`src/rtl/keypad_pkg.sv`:
```
// Shared types and helpers for the 4x4 keypad scanner: FSM states, frame
// classes and key-map decoding used by keypad_scan and keypad_debounce.
package keypad_pkg;

    localparam int CODE_W = 4;
    localparam int N_ROWS = 4;
    localparam int N_COLS = 4;
    localparam int N_KEYS = N_ROWS * N_COLS;

    typedef enum logic [1:0] {
        ST_IDLE     = 2'd0,
        ST_DEBOUNCE = 2'd1,
        ST_PRESSED  = 2'd2,
        ST_RELEASE  = 2'd3
    } kp_state_e;

    typedef enum logic [1:0] {
        FR_NONE   = 2'd0,
        FR_SINGLE = 2'd1,
        FR_MULTI  = 2'd2
    } frame_class_e;

    function automatic frame_class_e classify(input logic [N_KEYS-1:0] map);
        logic [4:0] ones;
        ones = '0;
        for (int i = 0; i < N_KEYS; i++) begin
            ones = ones + 5'(map[i]);
        end
        if (ones == 5'd0) begin
            return FR_NONE;
        end
        if (ones == 5'd1) begin
            return FR_SINGLE;
        end
        return FR_MULTI;
    endfunction

    // Only meaningful when exactly one bit is set.
    function automatic logic [CODE_W-1:0] key_code(input logic [N_KEYS-1:0] map);
        logic [CODE_W-1:0] code;
        code = '0;
        for (int i = 0; i < N_KEYS; i++) begin
            if (map[i]) begin
                code = CODE_W'(i);
            end
        end
        return code;
    endfunction

endpackage

```
`src/rtl/keypad_debounce.sv`:
```
// Frame-level debounce FSM and output registers for keypad_scan.
// Auto-repeat strobes are built only when KEYPAD_REPEAT_EN is defined.
//
// state       | meaning
// ------------+-----------------------------------------------------
// ST_IDLE     | no key accepted, waiting for a single-key frame
// ST_DEBOUNCE | candidate key seen, counting identical frames
// ST_PRESSED  | key accepted and held
// ST_RELEASE  | empty frames seen, counting toward release
module keypad_debounce
    import keypad_pkg::*;
#(
    parameter int DEB_FRAMES    = 4,
    parameter int REPEAT_FRAMES = 250
) (
    input  logic              clk_i,
    input  logic              rst_n_i,
    input  logic              frame_i,
    input  logic [1:0]        class_i,
    input  logic [CODE_W-1:0] code_i,
    output logic [CODE_W-1:0] key_o,
    output logic              key_valid_o,
    output logic              key_held_o
);

    localparam logic [3:0] DEB_LAST = 4'(DEB_FRAMES);

    kp_state_e         state_q, state_d;
    logic [3:0]        cnt_q, cnt_d;
    logic [CODE_W-1:0] cand_q, cand_d;
    logic [CODE_W-1:0] key_q, key_d;
    logic              valid_q, valid_d;
    logic              accept;

`ifdef KEYPAD_REPEAT_EN
    localparam int REP_W = $clog2(REPEAT_FRAMES + 1);
    localparam logic [REP_W-1:0] REP_LAST = REP_W'(REPEAT_FRAMES);

    logic [REP_W-1:0] rep_q, rep_d;
    logic [REP_W-1:0] rep_nxt;
    logic             stay_pressed;

    assign rep_nxt      = rep_q + REP_W'(1);
    assign stay_pressed = frame_i && (state_q == ST_PRESSED) && (class_i != FR_NONE);
`else
    // Repeat spacing has no effect when auto-repeat is not built.
    localparam int unused_repeat_frames = REPEAT_FRAMES;
`endif

    always_comb begin
        state_d = state_q;
        cnt_d   = cnt_q;
        cand_d  = cand_q;
        key_d   = key_q;
        accept  = 1'b0;
        if (frame_i) begin
            unique case (state_q)
                ST_IDLE: begin
                    if (class_i == FR_SINGLE) begin
                        cand_d = code_i;
                        cnt_d  = 4'd1;
                        if (DEB_LAST == 4'd1) begin
                            accept = 1'b1;
                        end else begin
                            state_d = ST_DEBOUNCE;
                        end
                    end
                end
                ST_DEBOUNCE: begin
                    if ((class_i == FR_SINGLE) && (code_i == cand_q)) begin
                        cnt_d = cnt_q + 4'd1;
                        if (cnt_d == DEB_LAST) begin
                            accept = 1'b1;
                        end
                    end else begin
                        state_d = ST_IDLE;
                        cnt_d   = '0;
                    end
                end
                ST_PRESSED: begin
                    // Multi-key or a different single key both count as still pressed.
                    if (class_i == FR_NONE) begin
                        cnt_d   = 4'd1;
                        state_d = (DEB_LAST == 4'd1) ? ST_IDLE : ST_RELEASE;
                    end
                end
                ST_RELEASE: begin
                    if (class_i == FR_NONE) begin
                        cnt_d = cnt_q + 4'd1;
                        if (cnt_d == DEB_LAST) begin
                            state_d = ST_IDLE;
                            cnt_d   = '0;
                        end
                    end else begin
                        state_d = ST_PRESSED;
                    end
                end
                default: state_d = ST_IDLE;
            endcase
        end
        if (accept) begin
            state_d = ST_PRESSED;
            key_d   = cand_d;
        end
        valid_d = accept;
`ifdef KEYPAD_REPEAT_EN
        rep_d = rep_q;
        if (accept) begin
            rep_d = '0;
        end else if (stay_pressed) begin
            if (rep_nxt == REP_LAST) begin
                rep_d   = '0;
                valid_d = 1'b1;
            end else begin
                rep_d = rep_nxt;
            end
        end
`endif
    end

    always_ff @(posedge clk_i or negedge rst_n_i) begin
        if (!rst_n_i) begin
            state_q <= ST_IDLE;
            cnt_q   <= '0;
            cand_q  <= '0;
            key_q   <= '0;
            valid_q <= 1'b0;
`ifdef KEYPAD_REPEAT_EN
            rep_q   <= '0;
`endif
        end else begin
            state_q <= state_d;
            cnt_q   <= cnt_d;
            cand_q  <= cand_d;
            key_q   <= key_d;
            valid_q <= valid_d;
`ifdef KEYPAD_REPEAT_EN
            rep_q   <= rep_d;
`endif
        end
    end

    assign key_o       = key_q;
    assign key_valid_o = valid_q;
    assign key_held_o  = (state_q == ST_PRESSED) || (state_q == ST_RELEASE);

endmodule

```
`src/rtl/prescaler.sv`:
```
// Modulo-N clock-enable prescaler: tick_o pulses for one CE-qualified cycle
// every MODULO enabled cycles.
module prescaler #(
    parameter int MODULO = 4
) (
    input  logic clk_i,
    input  logic rst_n_i,
    input  logic ce_i,
    output logic tick_o
);

    localparam int CNT_W = (MODULO > 1) ? $clog2(MODULO) : 1;
    localparam logic [CNT_W-1:0] CNT_LAST = CNT_W'(MODULO - 1);

    logic [CNT_W-1:0] cnt_q, cnt_d;

    assign tick_o = ce_i && (cnt_q == CNT_LAST);

    always_comb begin
        cnt_d = cnt_q;
        if (ce_i) begin
            cnt_d = tick_o ? '0 : cnt_q + CNT_W'(1);
        end
    end

    always_ff @(posedge clk_i or negedge rst_n_i) begin
        if (!rst_n_i) begin
            cnt_q <= '0;
        end else begin
            cnt_q <= cnt_d;
        end
    end

endmodule

```
`src/rtl/keypad_scan.sv`:
```
// 4x4 keypad scanner: column drive, row synchronizer, key-map capture and
// frame classification. Auto-repeat is enabled with KEYPAD_REPEAT_EN.
module keypad_scan
    import keypad_pkg::*;
#(
    parameter int SCAN_DIV      = 50000,
    parameter int DEB_FRAMES    = 4,
    parameter int REPEAT_FRAMES = 250
) (
    input  logic        clk_i,
    input  logic        rst_n_i,
    input  logic        ce_i,
    input  logic [3:0]  row_in_i,
    output logic [3:0]  col_out_o,
    output logic [3:0]  key_o,
    output logic        key_valid_o,
    output logic        key_held_o
);

    logic [N_ROWS-1:0] row_s1_q, row_s2_q;
    logic              tick;
    logic [1:0]        col_q, col_d;
    logic [N_KEYS-1:0] map_q, map_d;
    logic              frame_end;
    logic [1:0]        frame_cls;
    logic [CODE_W-1:0] frame_code;

    always_ff @(posedge clk_i or negedge rst_n_i) begin
        if (!rst_n_i) begin
            row_s1_q <= '1;
            row_s2_q <= '1;
        end else begin
            row_s1_q <= row_in_i;
            row_s2_q <= row_s1_q;
        end
    end

    prescaler #(
        .MODULO (SCAN_DIV)
    ) u_prescaler (
        .clk_i   (clk_i),
        .rst_n_i (rst_n_i),
        .ce_i    (ce_i),
        .tick_o  (tick)
    );

    // Rows are sampled just before the column moves on, so each column has
    // a full tick period to settle. Bit index is row*4+col, active-high.
    always_comb begin
        col_d = col_q;
        map_d = map_q;
        if (tick) begin
            col_d = col_q + 2'd1;
            for (int r = 0; r < N_ROWS; r++) begin
                map_d[{2'(r), col_q}] = ~row_s2_q[r];
            end
        end
    end

    always_ff @(posedge clk_i or negedge rst_n_i) begin
        if (!rst_n_i) begin
            col_q <= '0;
            map_q <= '0;
        end else begin
            col_q <= col_d;
            map_q <= map_d;
        end
    end

    assign col_out_o = ~(4'b0001 << col_q);

    // Classify the map including the column captured on this very tick.
    assign frame_end  = tick && (col_q == 2'd3);
    assign frame_cls  = classify(map_d);
    assign frame_code = key_code(map_d);

    keypad_debounce #(
        .DEB_FRAMES    (DEB_FRAMES),
        .REPEAT_FRAMES (REPEAT_FRAMES)
    ) u_debounce (
        .clk_i       (clk_i),
        .rst_n_i     (rst_n_i),
        .frame_i     (frame_end),
        .class_i     (frame_cls),
        .code_i      (frame_code),
        .key_o       (key_o),
        .key_valid_o (key_valid_o),
        .key_held_o  (key_held_o)
    );

endmodule
```
`config.mk`:
```
export PLATFORM = sky130hd
export DESIGN_NAME = keypad_scan
export DESIGN_NICKNAME = d
export VERILOG_FILES = /design/src/rtl/keypad_pkg.sv /design/src/rtl/keypad_debounce.sv /design/src/rtl/prescaler.sv /design/src/rtl/keypad_scan.sv
export SDC_FILE = /design/constraint.sdc
export NUM_CORES = 1
export LEC_CHECK = 0
export CORE_ASPECT_RATIO = 1.4
export CORE_UTILIZATION = 35
export DETAILED_ROUTE_END_ITERATION = 10
export GPL_ROUTABILITY_DRIVEN = 0
export PLACE_DENSITY = 0.55
export RECOVER_POWER = 100
export SYNTH_ARGS = -nofsm -noshare
export SYNTH_HDL_FRONTEND = slang
export SYNTH_SLANG_ARGS = --single-unit
```
`constraint.sdc`:
```
create_clock -name clk_i -period 18.7 [get_ports clk_i]
set_clock_uncertainty 0.1 [all_clocks]
set_input_delay 3.74 -clock clk_i [delete_from_list [all_inputs] [get_ports clk_i]]
set_output_delay 3.74 -clock clk_i [all_outputs]
set_load 0.005 [all_outputs]
```
==> metrics.cfg, run 1 <==
[status]
violations=max-capacitance violations, max-slew violations
status=finished with violations

[global_routing]
grtUsageMet2_pct=28.8
grtUsageMet3_pct=4.14
grt_max_degree=58
grt_pass1_vias=2916
gr-usage-all-layers_pct=18.3
grt_pass1_wl_microns=14700
antenna_found_initial=0
grt_overflow=0
top_usage_layer=met2
grt.met1_usage_pct=22.9

[finish]
final_cell_mix=49 x dfrtp_1, 37 x nand2_1, 34 x inv_1
multiInputGateArea_sq_um=2020
regArea_sq_um=1440
instances_no_fill=537
syn2layout_area_growth_pct=14.3
drive_gt1_share_pct=10.2
diodes=0
nNetsFinal=426
fill_cells=1008
final_area_sq_um=4200
final_core_util_pct=41.7
layout_commonest_cell=dfrtp_1

[timing]
drv_slew=67
holdWs_ns=0.254
final-hold-violation-count=0
tns_ns=0
worst_pin_slew_ns=3.06
rsz0062_at_grt=no
fin_ws_ns=6.31
setup_viol=0
period_minus_slack_ns=12.39
fmax_mhz=80.7
min_period_over_period_pct=66.3
maxSlewHeadroom_pct=-104

[floorplanning]
core_area_sq_um=10100
ios=17
initial_core_util_pct=36.5
die_h_microns=123
num_rows=43
die_w_microns=88.6
dieArea_sq_um=10900

[routing]
vias=2930
via_per_inst=5.46
remaining_drc_errors=0
initialDrtViolationCount=171
firstDrtPassIters=5
ant_nets=0
finalWirelength_microns=8750
wire_per_inst_microns=16.3

[setup_path]
critPathLaunch=ce_i
r2r_start=u_prescaler.cnt_q[11]
required_ns=18.81
worst-setup-path-type=primary input to flop
cp_max_fo=17
worstSetupStartpointType=primary input
worstPathArrival_ns=12.50
cp-end-kind=flop

[worst_hold_path]
hp-class=flop to flop
hold_start=row_s1_q[1]

[clock_network]
clockBufferDepth=2
path_clk_slew_ns=0.05
cts_htree_levels=3
cts_resized=0
cts_hold_buffers=0
cts_made_buffers=9
post_cts_buffers=0
clk-insertion-delay-late_ns=0.33
cts_tree=done
clock-sinks=57
cts_root_buf=clkbuf_16

[pwr]
p_switching_mw=0.0761
intPower_mw=0.237
total_power_mw=0.313
combPwrFrac_pct=6.2
seq_power_share_pct=45.5
powerDensity_nw_per_um2=74.6
ir_worst_vdd_v=0.0000411
switching_share_pct=24.3
p_leak_nw=1.90
p_clk_share_pct=48.3

[synth]
synth_edf_count=0
syn-num-nets=411
yosysWarnings=0
synthFlopType=dfrtp_1
synthCells=382
yosysTopAreaCell=dfrtp_1
synth.top_cell.area_share_pct=33.4
ys_seq_elements=57
synthArstFlopShare_pct=100
avgSynthCellArea_sq_um=9.61
synth.area.top_cells=dfrtp_1 33%, dfstp_2 5.7%, fa_1 5.5%
seq_area_frac_synth_pct=39.1
ys_types=65
syn_area_sq_um=3670

[place]
post-place-cells=521
place_area_sq_um=3950
port_buffers=16
place_ws_ns=7.36
hpwl_microns=6470

[run]
drv_cap=2

final cells by class:
class                           count  area share [%]
Clock buffer                       13            6.20
Clock inverter                      3           0.358
Inverter                           36            3.22
Multi-Input combinational cell    276            48.2
Sequential cell                    57            34.2
Tap cell                          135            4.03
Timing Repair Buffer               17            3.79
path summary, 6_finish.rpt:
check	endpoint	slack, ns	cells past startpoint
max in group asynchronous	map_q[13]	12.37	2
min	row_s2_q[1]	0.25	0
max	u_debounce.key_o[2]	6.31	21
max reg2reg	u_debounce.key_o[2]	9.64	20
min reg2reg	row_s2_q[1]	0.25	0
min in group asynchronous	u_prescaler.cnt_q[11]	4.42	2
critical path: stages:
cell and delay [ns]:
dlygate4sd3_1 0.67, and4_1 0.25, nand4_1 0.54, o21ai_0 0.44
o21ai_0 0.21, inv_1 0.11, fa_1 0.45, fa_1 0.49
fa_1 0.52, inv_1 0.05, fa_1 0.44, ha_1 0.22
fa_1 0.39, or2_2 0.28, a2111oi_0 1.44, nand3_1 0.28
nor3_1 0.27, a21bo_1 0.25, o311a_1 0.11, nor4_1 1.01
mux2_4 0.35
flip-flops by register name, summed over array words and instances (netlist names):
name and count:
col_q 2, map_q 16, row_s1_q 4, row_s2_q 4
u_debounce.cand_q 4, u_debounce.cnt_q 4, u_debounce.key_o 4, u_debounce.key_valid_o 1
u_debounce.state_q 2, u_prescaler.cnt_q 16
cells in the mapped netlist (all sizes together) (8+ instances only):
cell type / n
a21oi: 9
clkbuf: 8
dfrtp: 49
dfstp: 8
fa: 10
ha: 12
inv: 34
mux2: 9
nand2: 38
nand3: 12
nand4: 11
nor2: 20
o21a: 9
o21ai: 29
xor2: 10
metal layers:
layer  share of wire [%]  wire length [microns]  vias up
li1                    -                      -     1401
met1                  43                   3790     1399
met2                  47                   4150      104
met3                 5.4                    475       26
met4                 3.8                    334        0
met5                   0                      0        -
logic make-up (layout without fill, tap and decap cells):
family          after synthesis  in the layout  synth area share, %
flops                        57             57                 39.1
compound gates               94             94                 17.9
mux                          10             10                 3.44
fa+ha+maj                    22             22                 9.54
xor+xnor                     17             17                 4.05
simple gates                133            133                 20.7
buf+inv                      49             69                 5.25
power groups by stage:
stage | logic (mW) | registers [mW] | clock network [mW]
after global placement | 0.0202 | 0.144 | 0
after CTS | 0.0204 | 0.143 | 0.154
after floorplan | 0.0159 | 0.139 | 0
after detailed placement | 0.0201 | 0.144 | 0
final | 0.0195 | 0.143 | 0.151
after global routing | 0.0230 | 0.144 | 0.159
(Power assumes the default switching activity.)
==> inputs of run 2 (changes only) <==
PLACE_DENSITY = 0.57   (was 0.55)
clock period = 10 ns   (was 18.7 ns; I/O delays follow)
==> metrics.cfg, run 2 (same netlist as run 1, synthesis figures left out) <==
[floorplanning]
die_h_microns=123  ; unchanged
num_rows=43  ; unchanged
initial_core_util_pct=36.5  ; unchanged
dieArea_sq_um=10900  ; unchanged
ios=17  ; unchanged
core_area_sq_um=10100  ; unchanged
die_w_microns=88.6  ; unchanged

[setup_path]
worstSetupStartpointType=primary input  ; unchanged
worst_path_dominant_cell_family=adder cells  ; was simple AND/OR/NAND/NOR gates
crit_chain=dlygate4sd3_1 > and4_1 > and4_1 > nand2_1 > o21ai_0 > fa_1 > inv_1 > fa_1 > fa_1 > inv_1 > fa_1 > ha_1 > fa_1 > or2_2 > a2111oi_0 > clkbuf_1 > nand3_1 > nor3_1 > a21bo_1 > o311a_1 > nor4_4 > mux2_1  ; was dlygate4sd3_1 > and4_1 > nand4_1 > o21ai_0 > o21ai_0 > inv_1 > fa_1 > fa_1 > fa_1 > inv_1 > fa_1 > ha_1 > fa_1 > or2_2 > a2111oi_0 > nand3_1 > nor3_1 > a21bo_1 > o311a_1 > nor4_1 > mux2_4
crit_path_max_incr_delay_ns=0.66  ; was 1.44 ns
cp_max_fo=10  ; was 17
worst-setup-path-type=primary input to flop  ; unchanged
cp-end-kind=flop  ; unchanged
required_ns=10.10  ; was 18.81 ns
crit_top_cell=fa_1  ; unchanged
slowest_stage=dlygate4sd3_1  ; was a2111oi_0
worstPathArrival_ns=9.25  ; was 12.50 ns
critPathBufInv=4  ; was 3

[pwr]
total_power_mw=0.641  ; was 0.313 mW
ir_worst_vdd_v=0.0000887  ; was 0.0000411 V
powerDensity_nw_per_um2=150  ; was 74.6 nW/um^2
p_leak_nw=1.92  ; was 1.90 nW

[finish]
final_area_sq_um=4270  ; was 4200 sq um
fill_cells=1012  ; was 1008
regArea_sq_um=1440  ; unchanged
multiInputGateArea_sq_um=2030  ; was 2020 sq um
layout_commonest_cell=dfrtp_1  ; unchanged
nNetsFinal=430  ; was 426
top_regs=map_q (16), u_prescaler.cnt_q (16)  ; unchanged
syn2layout_area_growth_pct=16.4  ; was 14.3%
final_cell_mix=49 x dfrtp_1, 37 x nand2_1, 34 x inv_1  ; unchanged
drive_gt1_share_pct=10.3  ; was 10.2%
diodes=0  ; unchanged

[global_routing]
grt_overflow=0  ; unchanged
grt_pass1_vias=2929  ; was 2916
grt_max_degree=58  ; unchanged
gr-usage-all-layers_pct=18.0  ; was 18.3%
grt_pass1_wl_microns=14500  ; was 14700 microns
antenna_found_initial=0  ; unchanged

[routing]
firstDrtPassIters=5  ; unchanged
via_per_inst=5.39  ; was 5.46
remaining_drc_errors=0  ; unchanged
finalWirelength_microns=8820  ; was 8750 microns
ant_nets=0  ; unchanged
initialDrtViolationCount=131  ; was 171
vias=2917  ; was 2930
wire_per_inst_microns=16.3  ; about the same

[timing]
min_period_over_period_pct=91.5
tns_ns=0  ; unchanged
period_minus_slack_ns=9.15
worst_pin_slew_ns=3.10  ; was 3.06 ns
holdWs_ns=0.254  ; about the same
drv_slew=58  ; was 67
rsz0062_at_grt=no  ; unchanged
fmax_mhz=109
final-hold-violation-count=0  ; unchanged
setup_viol=0  ; unchanged
maxSlewHeadroom_pct=-106  ; was -104%

[place]
port_buffers=16  ; unchanged
hpwl_microns=6620  ; was 6470 microns
place_area_sq_um=3980  ; was 3950 sq um

[clock_network]
clockBufferDepth=2  ; unchanged
cts_resized=0  ; unchanged
clk-insertion-delay-late_ns=0.33  ; about the same
cts_hold_buffers=0  ; unchanged
post_cts_buffers=0  ; unchanged
clock-sinks=57  ; unchanged
cts_made_buffers=9  ; unchanged
cts_tree=done  ; unchanged
path_clk_slew_ns=0.05  ; about the same
cts_root_buf=clkbuf_16  ; unchanged
cts_htree_levels=3  ; unchanged

[run]
drv_cap=1  ; was 2

[status]
violations=max-capacitance violations, max-slew violations  ; unchanged
status=finished with violations  ; unchanged

[worst_hold_path]
hp-class=flop to flop  ; unchanged

==> run 2: worst paths after layout <==
check	start	to	slack (ns)	cells after the start
setup / recovery	ce_i	u_debounce.key_o[3]	0.85	22
hold / removal	row_s1_q[3]	row_s2_q[3]	0.25	0
setup reg to reg	u_prescaler.cnt_q[11]	u_debounce.key_o[3]	2.48	21
hold reg to reg	row_s1_q[3]	row_s2_q[3]	0.25	0
max in group asynchronous	rst_n_i	map_q[13]	5.36	2
min in group asynchronous	rst_n_i	u_debounce.cand_q[3]	2.69	2
==> run 2: through the flow <==
step	worst slack (ns)	cells	util [%]
final	0.847	541	42.5
after global routing	0.386	541	42.5
after CTS	1.09	541	42.8
after global placement	0.970	525	39.5
after floorplan	1.86	382	-
after detailed placement	0.781	525	39.5
==> run 2: power breakdown <==
part	leakage (nW)	internal, mW	switching (mW)
sequential	0.738	0.247	0.0196
combinational	1.03	0.0172	0.0192
clock	0.159	0.232	0.107
total	1.92	0.496	0.146
==> run 2: layer usage <==
metal,vias to the layer above,track usage [%],part of all wire [%]
li1,1412,-,-
met1,1409,21.5,44
met2,72,30.0,49
met3,24,3.14,3.2
met4,0,10.4,3.8
met5,-,0,0
==> run 2: final cells by class <==
type / count / share of cell area, %
multi-input combinational: 276 / 47.4
sequential: 57 / 33.6
clock buffer: 12 / 6.00
timing repair buffer: 21 / 4.07
tap: 135 / 3.95
inverter: 36 / 3.16
clock inverter: 4 / 1.79
==> inputs of run 3 (changes only) <==
SYNTH_HIERARCHICAL = 1   (was not set)
==> metrics.cfg, run 3 <==
[floorplanning]
initial_core_util_pct=36.3  ; was 36.5%
num_rows=41  ; was 43
die_w_microns=84.3  ; was 88.6 microns
die_h_microns=117  ; was 123 microns
core_area_sq_um=9130  ; was 10100 sq um
ios=17  ; unchanged
dieArea_sq_um=9870  ; was 10900 sq um

[routing]
initialDrtViolationCount=118  ; was 131
remaining_drc_errors=0  ; unchanged
vias=2330  ; was 2917
ant_nets=0  ; unchanged
wire_per_inst_microns=15.2  ; was 16.3 microns
firstDrtPassIters=4  ; was 5
via_per_inst=5.27  ; was 5.39
finalWirelength_microns=6710  ; was 8820 microns

[synth]
synth.top_cell.area_share_pct=37.0  ; was 33.4%
synthFlopType=dfrtp_1  ; unchanged
avgSynthCellArea_sq_um=10.8  ; was 9.61 sq um
synth_edf_count=0  ; unchanged
ys_types=63  ; was 65
yosysTopAreaCell=dfrtp_1  ; unchanged
synth.top_cells.by_count=49 x dfrtp_1, 34 x inv_1, 25 x nand2_1  ; was 49 x dfrtp_1, 37 x nand2_1, 34 x inv_1
synthArstFlopShare_pct=100  ; unchanged
synthCells=306  ; was 382
syn_area_sq_um=3320  ; was 3670 sq um
yosysWarnings=6  ; was 0
synth.area.top_cells=dfrtp_1 37%, dfstp_2 6.3%, fa_1 6.0%  ; was dfrtp_1 33%, dfstp_2 5.7%, fa_1 5.5%
ys_seq_elements=57  ; unchanged
seq_area_frac_synth_pct=43.3  ; was 39.1%
synth.most_common_cell=dfrtp_1  ; unchanged
syn-num-nets=335  ; was 411

[timing]
period_minus_slack_ns=8.91  ; was 9.15 ns
final-hold-violation-count=0  ; unchanged
holdWs_ns=0.258  ; was 0.254 ns
min_period_over_period_pct=89.1  ; was 91.5%
fin_ws_ns=1.09  ; was 0.847 ns
worst_pin_slew_ns=1.76  ; was 3.10 ns
fmax_mhz=112  ; was 109 MHz
setup_viol=0  ; unchanged
tns_ns=0  ; unchanged
maxSlewHeadroom_pct=-17.6  ; was -106%
drv_slew=35  ; was 58
rsz0062_at_grt=no  ; unchanged

[finish]
diodes=0  ; unchanged
syn2layout_area_growth_pct=15.1  ; was 16.4%
nNetsFinal=359  ; was 430
layout_commonest_cell=dfrtp_1  ; unchanged
drive_gt1_share_pct=11.9  ; was 10.3%
instances_no_fill=442  ; was 541
final_cell_mix=49 x dfrtp_1, 34 x inv_1, 27 x nand2_1  ; was 49 x dfrtp_1, 37 x nand2_1, 34 x inv_1
top_regs=map_q (16), u_prescaler/cnt_q (16)  ; was map_q (16), u_prescaler.cnt_q (16)

[run]
drv_cap=1  ; unchanged

[pwr]
total_power_mw=0.582  ; was 0.641 mW
powerDensity_nw_per_um2=153  ; was 150 nW/um^2
ir_worst_vdd_v=0.0000818  ; was 0.0000887 V
p_leak_nw=1.86  ; was 1.92 nW

[place]
post-place-cells=426  ; was 525
port_buffers=16  ; unchanged
hpwl_microns=5180  ; was 6620 microns
place_ws_ns=1.20  ; was 0.781 ns

[clock_network]
cts_root_buf=clkbuf_16  ; unchanged
cts_resized=0  ; unchanged
path_clk_slew_ns=0.06  ; was 0.05 ns
clock-sinks=57  ; unchanged
clk-insertion-delay-late_ns=0.33  ; about the same
post_cts_buffers=0  ; unchanged
cts_made_buffers=9  ; unchanged
cts_tree=done  ; unchanged
cts_hold_buffers=0  ; unchanged
cts_htree_levels=3  ; unchanged
clockBufferDepth=2  ; unchanged

[setup_path]
cp_max_fo=22  ; was 10
crit_path_max_incr_delay_ns=0.65  ; was 0.66 ns
rrSetupSlack_ns=2.81  ; was 2.48 ns
worst-setup-path-type=primary input to flop  ; unchanged
cp-end-kind=flop  ; unchanged
crit_top_cell=fa_1  ; unchanged
worstSetupStartpointType=primary input  ; unchanged
worstPathArrival_ns=9.02  ; was 9.25 ns
required_ns=10.11  ; was 10.10 ns
worst_path_dominant_cell_family=adder cells  ; unchanged
crit_chain=dlygate4sd3_1 > nand4_1 > nor4_4 > buf_4 > nand2_1 > o21ai_0 > fa_1 > inv_1 > fa_1 > fa_1 > inv_1 > fa_1 > ha_1 > fa_1 > nor3_1 > nand2_1 > nor2_1 > nor3b_1 > nand3_1 > mux2_2 > mux2_1  ; was dlygate4sd3_1 > and4_1 > and4_1 > nand2_1 > o21ai_0 > fa_1 > inv_1 > fa_1 > fa_1 > inv_1 > fa_1 > ha_1 > fa_1 > or2_2 > a2111oi_0 > clkbuf_1 > nand3_1 > nor3_1 > a21bo_1 > o311a_1 > nor4_4 > mux2_1
critPathBufInv=4  ; unchanged
slowest_stage=dlygate4sd3_1  ; unchanged
r2r_start=u_prescaler/cnt_q[5]  ; was u_prescaler.cnt_q[11]
r2r_cells=20  ; was 21
r2r_end=u_debounce/key_o[2]  ; was u_debounce.key_o[3]

[global_routing]
antenna_found_initial=0  ; unchanged
grt_overflow=0  ; unchanged
grt_pass1_vias=2434  ; was 2929
grt_pass1_wl_microns=11600  ; was 14500 microns
gr-usage-all-layers_pct=15.5  ; was 18.0%
grt_max_degree=35  ; was 58

[status]
violations=max-capacitance violations, max-slew violations  ; unchanged
status=finished with violations  ; unchanged

[worst_hold_path]
hp-class=flop to flop  ; unchanged
min_to=row_s2_q[1]  ; was row_s2_q[3]
worstHoldPathCells=0  ; unchanged
hold_start=row_s1_q[1]  ; was row_s1_q[3]

run 3: cell types whose count changed in the layout (fill, tap and decap cells not counted), sizes merged, moves of 6 or more:
cell,change
and3,-7
clkbuf,-6
nand2,-11
nand2b,+7
nand3,-6
nor2,-9
o21ai,-14
run 3: cell type report:
cell class	count	area [sq um]
clock buffers	9	225
clock inverters	7	61.3
fillers	901	5320
inverters	34	128
multi-input cells	210	1670
flip-flops and latches	57	1440
well taps	107	134
repair buffers	18	165
run 3: routing by layer:
| metal | vias up | routed length, microns | global-route usage [%] |
|---|---|---|---|
| met1 | 1133 | 2850 | 16.8 |
| met2 | 44 | 3490 | 28.1 |
| met5 | - | 0 | 0 |
| met3 | 14 | 187 | 3.93 |
| met4 | 0 | 182 | 7.82 |
| li1 | 1139 | - | - |
run 3: worst max-delay path by stage:
stage / start / end / cells past startpoint
after detailed placement: ce_i / u_debounce/key_o[0] / 22
after floorplan: ce_i / u_debounce/key_o[0] / 20
after global routing: ce_i / u_debounce/key_o[2] / 21
after CTS: ce_i / u_debounce/key_o[0] / 22
after global placement: ce_i / u_debounce/key_o[0] / 22
final: ce_i / u_debounce/key_o[2] / 21
run 3: cell families (layout without fill, tap and decap cells):
group           after synthesis  count (layout)  synth area share, %
compound gates               68              68                 15.1
xor+xnor                     15              15                 3.96
fa+ha+maj                    22              22                 10.6
buf+inv                      39              68                 4.94
flops                        57              57                 43.3
mux                          15              15                 5.77
simple gates                 90              90                 16.4
run 3: power by group:
| group | total, mW | internal [mW] | switching [mW] |
|---|---|---|---|
| combinational | 0.0317 | 0.0143 | 0.0174 |
| sequential | 0.259 | 0.245 | 0.0140 |
| clock | 0.291 | 0.172 | 0.119 |
run 3: worst reg2reg max path: stages (launching register included):
cell and delay [ns]:
dfrtp_1 0.42, or4b_4 0.56, nor4_4 0.27, buf_4 0.29, nand2_1 0.26, o21ai_0 0.52
fa_1 0.51, inv_1 0.09, fa_1 0.45, fa_1 0.55, inv_1 0.06, fa_1 0.46
ha_1 0.22, fa_1 0.44, nor3_1 0.14, nand2_1 0.15, nor2_1 0.26, nor3b_1 0.40
nand3_1 0.28, mux2_2 0.35, mux2_1 0.30
run 3: per-stage QoR:
stage,area [sq um],util (%)
2_1_floorplan,3320,-
6_report,3810,41.8
4_1_cts,3870,42.4
3_5_place_dp,3580,39.2
5_1_grt,3810,41.8
3_3_place_gp,3580,39.2
